File: config.mk
export PLATFORM = sky130hd
export DESIGN_NAME = dac_channel_sequencer
export DESIGN_NICKNAME = d
export VERILOG_FILES = /design/src/rtl/dac_channel_sequencer.sv
export SDC_FILE = /design/constraint.sdc
export NUM_CORES = 1
export LEC_CHECK = 0
export BUFFER_PORTS_ARGS = -buffer_cell sky130_fd_sc_hd__buf_2
export CAP_MARGIN = 10
export CORE_ASPECT_RATIO = 1.1
export CORE_MARGIN = 5
export CORE_UTILIZATION = 55
export CTS_CLUSTER_SIZE = 12
export DETAILED_ROUTE_END_ITERATION = 8
export PLACE_DENSITY = 0.73
export SYNTH_ARGS = -nofsm -noshare
export SYNTH_HDL_FRONTEND = slang
export SYNTH_SLANG_ARGS = --single-unit
File: constraint.sdc
create_clock -name clk -period 4.4 [get_ports clk]
set_clock_uncertainty 0.2 [all_clocks]
set_input_delay 1.1 -clock clk [delete_from_list [all_inputs] [get_ports clk]]
set_output_delay 1.1 -clock clk [all_outputs]
set_load 0.02 [all_outputs]
File: src/rtl/dac_channel_sequencer.sv
// rtl/dac_channel_sequencer.sv - per-channel DAC code table and analog mux sequencer feeding the DAC serial driver
//
// Steps the mux through channels 0..NUM_CH-1. For each channel it waits out mux settling,
// presents the stored code to the driver with a valid/ready handshake, waits for the driver's
// load-complete pulse, then dwells before advancing.
//
// Ports:
//   clk, reset      - system clock, synchronous active-high reset
//   enable          - level; 1 runs the sequence, 0 stops at a safe point
//   wr_en/addr/data - table write port (addresses >= NUM_CH ignored)
//   sample_data/valid, sample_ready - code handshake towards the driver
//   dac_done        - one-cycle load-complete pulse from the driver
//   mux_sel         - analog mux channel select
//   busy            - high whenever the sequencer is not idle
//   wrap            - one-cycle pulse when the channel index returns from NUM_CH-1 to 0
module dac_channel_sequencer #(
   parameter int NUM_CH     = 8,
   parameter int SETTLE_CYC = 16,
   parameter int DWELL_CYC  = 500
) (
   input  logic        clk,
   input  logic        reset,
   input  logic        enable,
   input  logic        wr_en,
   input  logic [5:0]  wr_addr,
   input  logic [11:0] wr_data,
   output logic [11:0] sample_data,
   output logic        sample_valid,
   input  logic        sample_ready,
   input  logic        dac_done,
   output logic [5:0]  mux_sel,
   output logic        busy,
   output logic        wrap
);

   localparam int AW      = (NUM_CH > 1) ? $clog2(NUM_CH) : 1;
   localparam int CNT_MAX = (SETTLE_CYC > DWELL_CYC) ? SETTLE_CYC : DWELL_CYC;
   localparam int CW      = $clog2(CNT_MAX + 1);

   localparam logic [CW-1:0] SETTLE_LAST = CW'(SETTLE_CYC - 1);
   localparam logic [CW-1:0] DWELL_LAST  = CW'(DWELL_CYC - 1);
   localparam logic [5:0]    LAST_CH     = 6'(NUM_CH - 1);
   localparam logic [6:0]    NUM_CH_W    = 7'(NUM_CH);

   typedef enum logic [2:0] {
      IDLE,
      SETTLE,
      PRESENT,
      WAIT_DONE,
      DWELL
   } state_t;

   state_t         state_q, state_d;
   logic [5:0]     ch_q, ch_d;
   logic [CW-1:0]  cnt_q, cnt_d;
   logic [11:0]    data_q, data_d;
   logic           wrap_q, wrap_d;
   logic [11:0]    table_q [NUM_CH];

   // Table write port; out-of-range addresses are dropped rather than aliased.
   always_ff @(posedge clk) begin
      if (reset) begin
         for (int i = 0; i < NUM_CH; i++) begin
            table_q[i] <= '0;
         end
      end else if (wr_en && ({1'b0, wr_addr} < NUM_CH_W)) begin
         table_q[wr_addr[AW-1:0]] <= wr_data;
      end
   end

   always_ff @(posedge clk) begin
      if (reset) begin
         state_q <= IDLE;
         ch_q    <= '0;
         cnt_q   <= '0;
         data_q  <= '0;
         wrap_q  <= 1'b0;
      end else begin
         state_q <= state_d;
         ch_q    <= ch_d;
         cnt_q   <= cnt_d;
         data_q  <= data_d;
         wrap_q  <= wrap_d;
      end
   end

   always_comb begin
      state_d = state_q;
      ch_d    = ch_q;
      cnt_d   = cnt_q;
      data_d  = data_q;
      wrap_d  = 1'b0;

      case (state_q)
         IDLE: begin
            if (enable) begin
               ch_d    = '0;
               cnt_d   = '0;
               state_d = SETTLE;
            end
         end

         SETTLE: begin
            if (!enable) begin
               state_d = IDLE;
            end else if (cnt_q == SETTLE_LAST) begin
               // Registered table read: a write landing on this same edge is not seen.
               data_d  = table_q[ch_q[AW-1:0]];
               state_d = PRESENT;
            end else begin
               cnt_d = cnt_q + CW'(1);
            end
         end

         // enable is deliberately ignored here and in WAIT_DONE so the driver never
         // sees a withdrawn valid or an unacknowledged load.
         PRESENT: begin
            if (sample_ready) begin
               state_d = WAIT_DONE;
            end
         end

         WAIT_DONE: begin
            if (dac_done) begin
               cnt_d   = '0;
               state_d = DWELL;
            end
         end

         DWELL: begin
            if (!enable) begin
               state_d = IDLE;
            end else if (cnt_q == DWELL_LAST) begin
               ch_d    = (ch_q == LAST_CH) ? 6'd0 : ch_q + 6'd1;
               wrap_d  = (ch_q == LAST_CH);
               cnt_d   = '0;
               state_d = SETTLE;
            end else begin
               cnt_d = cnt_q + CW'(1);
            end
         end

         default: begin
            state_d = IDLE;
         end
      endcase
   end

   assign sample_data  = data_q;
   assign sample_valid = (state_q == PRESENT);
   assign mux_sel      = ch_q;
   assign busy         = (state_q != IDLE);
   assign wrap         = wrap_q;

endmodule

==> flow_summary.json <==
{
  "worstPathRequired_ps": 4470,
  "avgSynthCellArea_um2": 12.5,
  "dr.first_iter.drc_count": 298,
  "finalPower_mw": 2.80,
  "wl_met3_um": 919,
  "clk_pin_slew_worst_paths_ps": 50,
  "finalHoldViolCount": 0,
  "die_y_um": 118,
  "peakVddDrop_v": 0.000281,
  "cts.sinks": 127,
  "powerDensity_nw_per_um2": 413,
  "p_leak_nw": 2.45,
  "fin_area_um2": 6760,
  "hpwl_um": 8550,
  "fmax_mhz": 326,
  "syn_nets": 495,
  "min_period_ps": 3070,
  "grt_max_degree": 31,
  "place_ws_ps": 875,
  "syn_to_final_growth_pct": 15.8,
  "vias_per_cell": 5.69,
  "fin_crit_sh_pct": 69.7,
  "grt_setup_unrepaired": "no",
  "cts_resized": 0,
  "critical_path_class": "input pin to flip-flop",
  "synth_edf_count": 96,
  "drt-wirelength-per-cell_um": 19.3,
  "final_cell_count_no_fill": 671,
  "drtPass1Iterations": 4,
  "holdWs_ps": 293,
  "clkLatencyLatePin_ps": 420,
  "drive_above_1_share_pct": 21.0,
  "grt_pass1_wl_um": 20800,
  "cp.arrival_ps": 3140,
  "core_area_um2": 10400,
  "drt_drc_violations_left": 0,
  "track_usage_pct": 21.9,
  "fin_tns_setup_ps": 0,
  "die_area_um2": 12800,
  "die_width_um": 108,
  "status": "complete, no violations",
  "grt_pass1_vias": 3910,
  "cts_buffers": 17,
  "hold_path_class": "flip-flop to flip-flop",
  "netlist_area_um2": 5840,
  "final_util_pct": 65.1,
  "relSlewSlack_pct": 43.8,
  "routed.top_layer": "met4",
  "worstPathMaxFanout": 20,
  "cap_violations": 0,
  "cp-start-kind": "input pin",
  "ant_nets": 0,
  "io_pins": 45,
  "postSynthCellCount": 469,
  "maxSlewViolCount": 0,
  "grt_antenna_before_repair": 0,
  "synth-seq-cells": 127,
  "tightest_slew_ps": 840,
  "setup_viol": 0,
  "dpl.cell_count": 639,
  "overflow": 0,
  "cts_max_level": 4,
  "final_cell_mix": "and2_1 (96), edfxtp_1 (96), buf_2 (44), nand2_1 (33), dfxtp_1 (30)",
  "yosysSeqAreaShare_pct": 60.0,
  "ys_warn_count": 0,
  "route.met2.wl_um": 6680,
  "end_kind": "flip-flop",
  "vias": 3820,
  "post_cts_buffers": 0,
  "synthFlopType": "edfxtp_1",
  "rows": 39,
  "met1_length_um": 5160,
  "fin_ws_ps": 1330,
  "nets": 541,
  "routabilityCongestion": 0.826,
  "clk_path_buf_depth": 2,
  "ctsHoldBuffers": 0,
  "initial_core_util_pct": 56.2,
  "ys_types": 45,
  "finalWirelength_um": 13000,
  "port_buffers": 44,
  "dpl-instance-area_um2": 6200,
  "cts_tree": "yes",
  "async_reset_ff_share_pct": 0,
  "cts_root_buf": "clkbuf_16",
  "diodes": 0
}
## path summary, 6_finish.rpt
check	startpoint	to	slack, ps	cells past startpoint
min reg2reg	cnt_q[1]$_SDFFE_PP0P_	cnt_q[1]$_SDFFE_PP0P_	290	2
max reg2reg	cnt_q[0]$_SDFFE_PP0P_	sample_data[5]$_SDFFE_PP0P_	1760	6
max	reset	table_q[5][1]$_SDFFCE_PN0P_	1330	6
min	cnt_q[1]$_SDFFE_PP0P_	cnt_q[1]$_SDFFE_PP0P_	290	2
## where the power goes
group | total [mW] | switching [mW] | internal (mW)
sequential | 1.35 | 0.0192 | 1.34
clock | 1.33 | 0.474 | 0.856
combinational | 0.113 | 0.0703 | 0.0422
## flip-flops by register name, indices dropped and copies added (netlist names)
signal / cells
wrap: 1
sample_data: 12
table_q: 96
cnt_q: 9
mux_sel: 6
state_q: 3
## synth_stat cells (2+ instances only)
| cell | instances | area [µm²] |
|---|---|---|
| a31oi_1 | 15 | 93.8 |
| or3b_2 | 2 | 17.5 |
| a21oi_1 | 10 | 50.1 |
| xor2_1 | 3 | 26.3 |
| mux4_2 | 24 | 541 |
| nand3_1 | 15 | 75.1 |
| nor3_1 | 6 | 30.0 |
| edfxtp_1 | 96 | 2880 |
| o32ai_1 | 3 | 26.3 |
| inv_1 | 9 | 33.8 |
| buf_4 | 2 | 15.0 |
| nand4_1 | 3 | 18.8 |
| nor2b_1 | 2 | 12.5 |
| nand2_1 | 33 | 124 |
| or2_2 | 2 | 12.5 |
| clkbuf_1 | 21 | 78.8 |
| dfxtp_1 | 31 | 621 |
| a211oi_1 | 4 | 30.0 |
| nor3b_1 | 3 | 22.5 |
| and3_1 | 6 | 37.5 |
| o31ai_1 | 2 | 15.0 |
| nor4_1 | 3 | 18.8 |
| o21ai_0 | 22 | 110 |
| ha_1 | 2 | 25.0 |
| buf_2 | 5 | 25.0 |
| or3_1 | 3 | 18.8 |
| nand2b_1 | 8 | 50.1 |
| nor2_1 | 22 | 82.6 |
| and2_1 | 96 | 601 |
## layout make-up
class                           instances  area, µm²
Fill cell                             797       3630
Sequential cell                       127       3500
Multi-Input combinational cell        304       2180
Clock buffer                           24        472
Timing Repair Buffer                   55        303
Tap cell                              143        179
Clock inverter                          8       88.8
Inverter                               10       37.5
## critical path, stage by stage
cell and delay [ps]:
buf_2 240, nand2b_1 200, nor4_1 370, nand2_1 280
nor2_1 700, and2_1 230
## layer usage
layer,track usage [%],up-vias
met5,0,-
met2,36.5,128
met1,27.7,1863
met3,5.49,15
met4,7.34,0
li1,-,1814
## cells by family (layout without fill, tap and decap cells)
logic type	Yosys count	in the layout	share of synthesized area, %
buffers and inverters	38	97	2.68
adders and majority gates	2	2	0.428
xor gates and xnor gates	3	3	0.450
DFF	127	127	60.0
AOI/OAI and AO/OA	66	66	6.92
and+or+nand+nor	208	208	20.1
muxes	25	25	9.43
No activity file was read; power rests on OpenSTA's default activity.
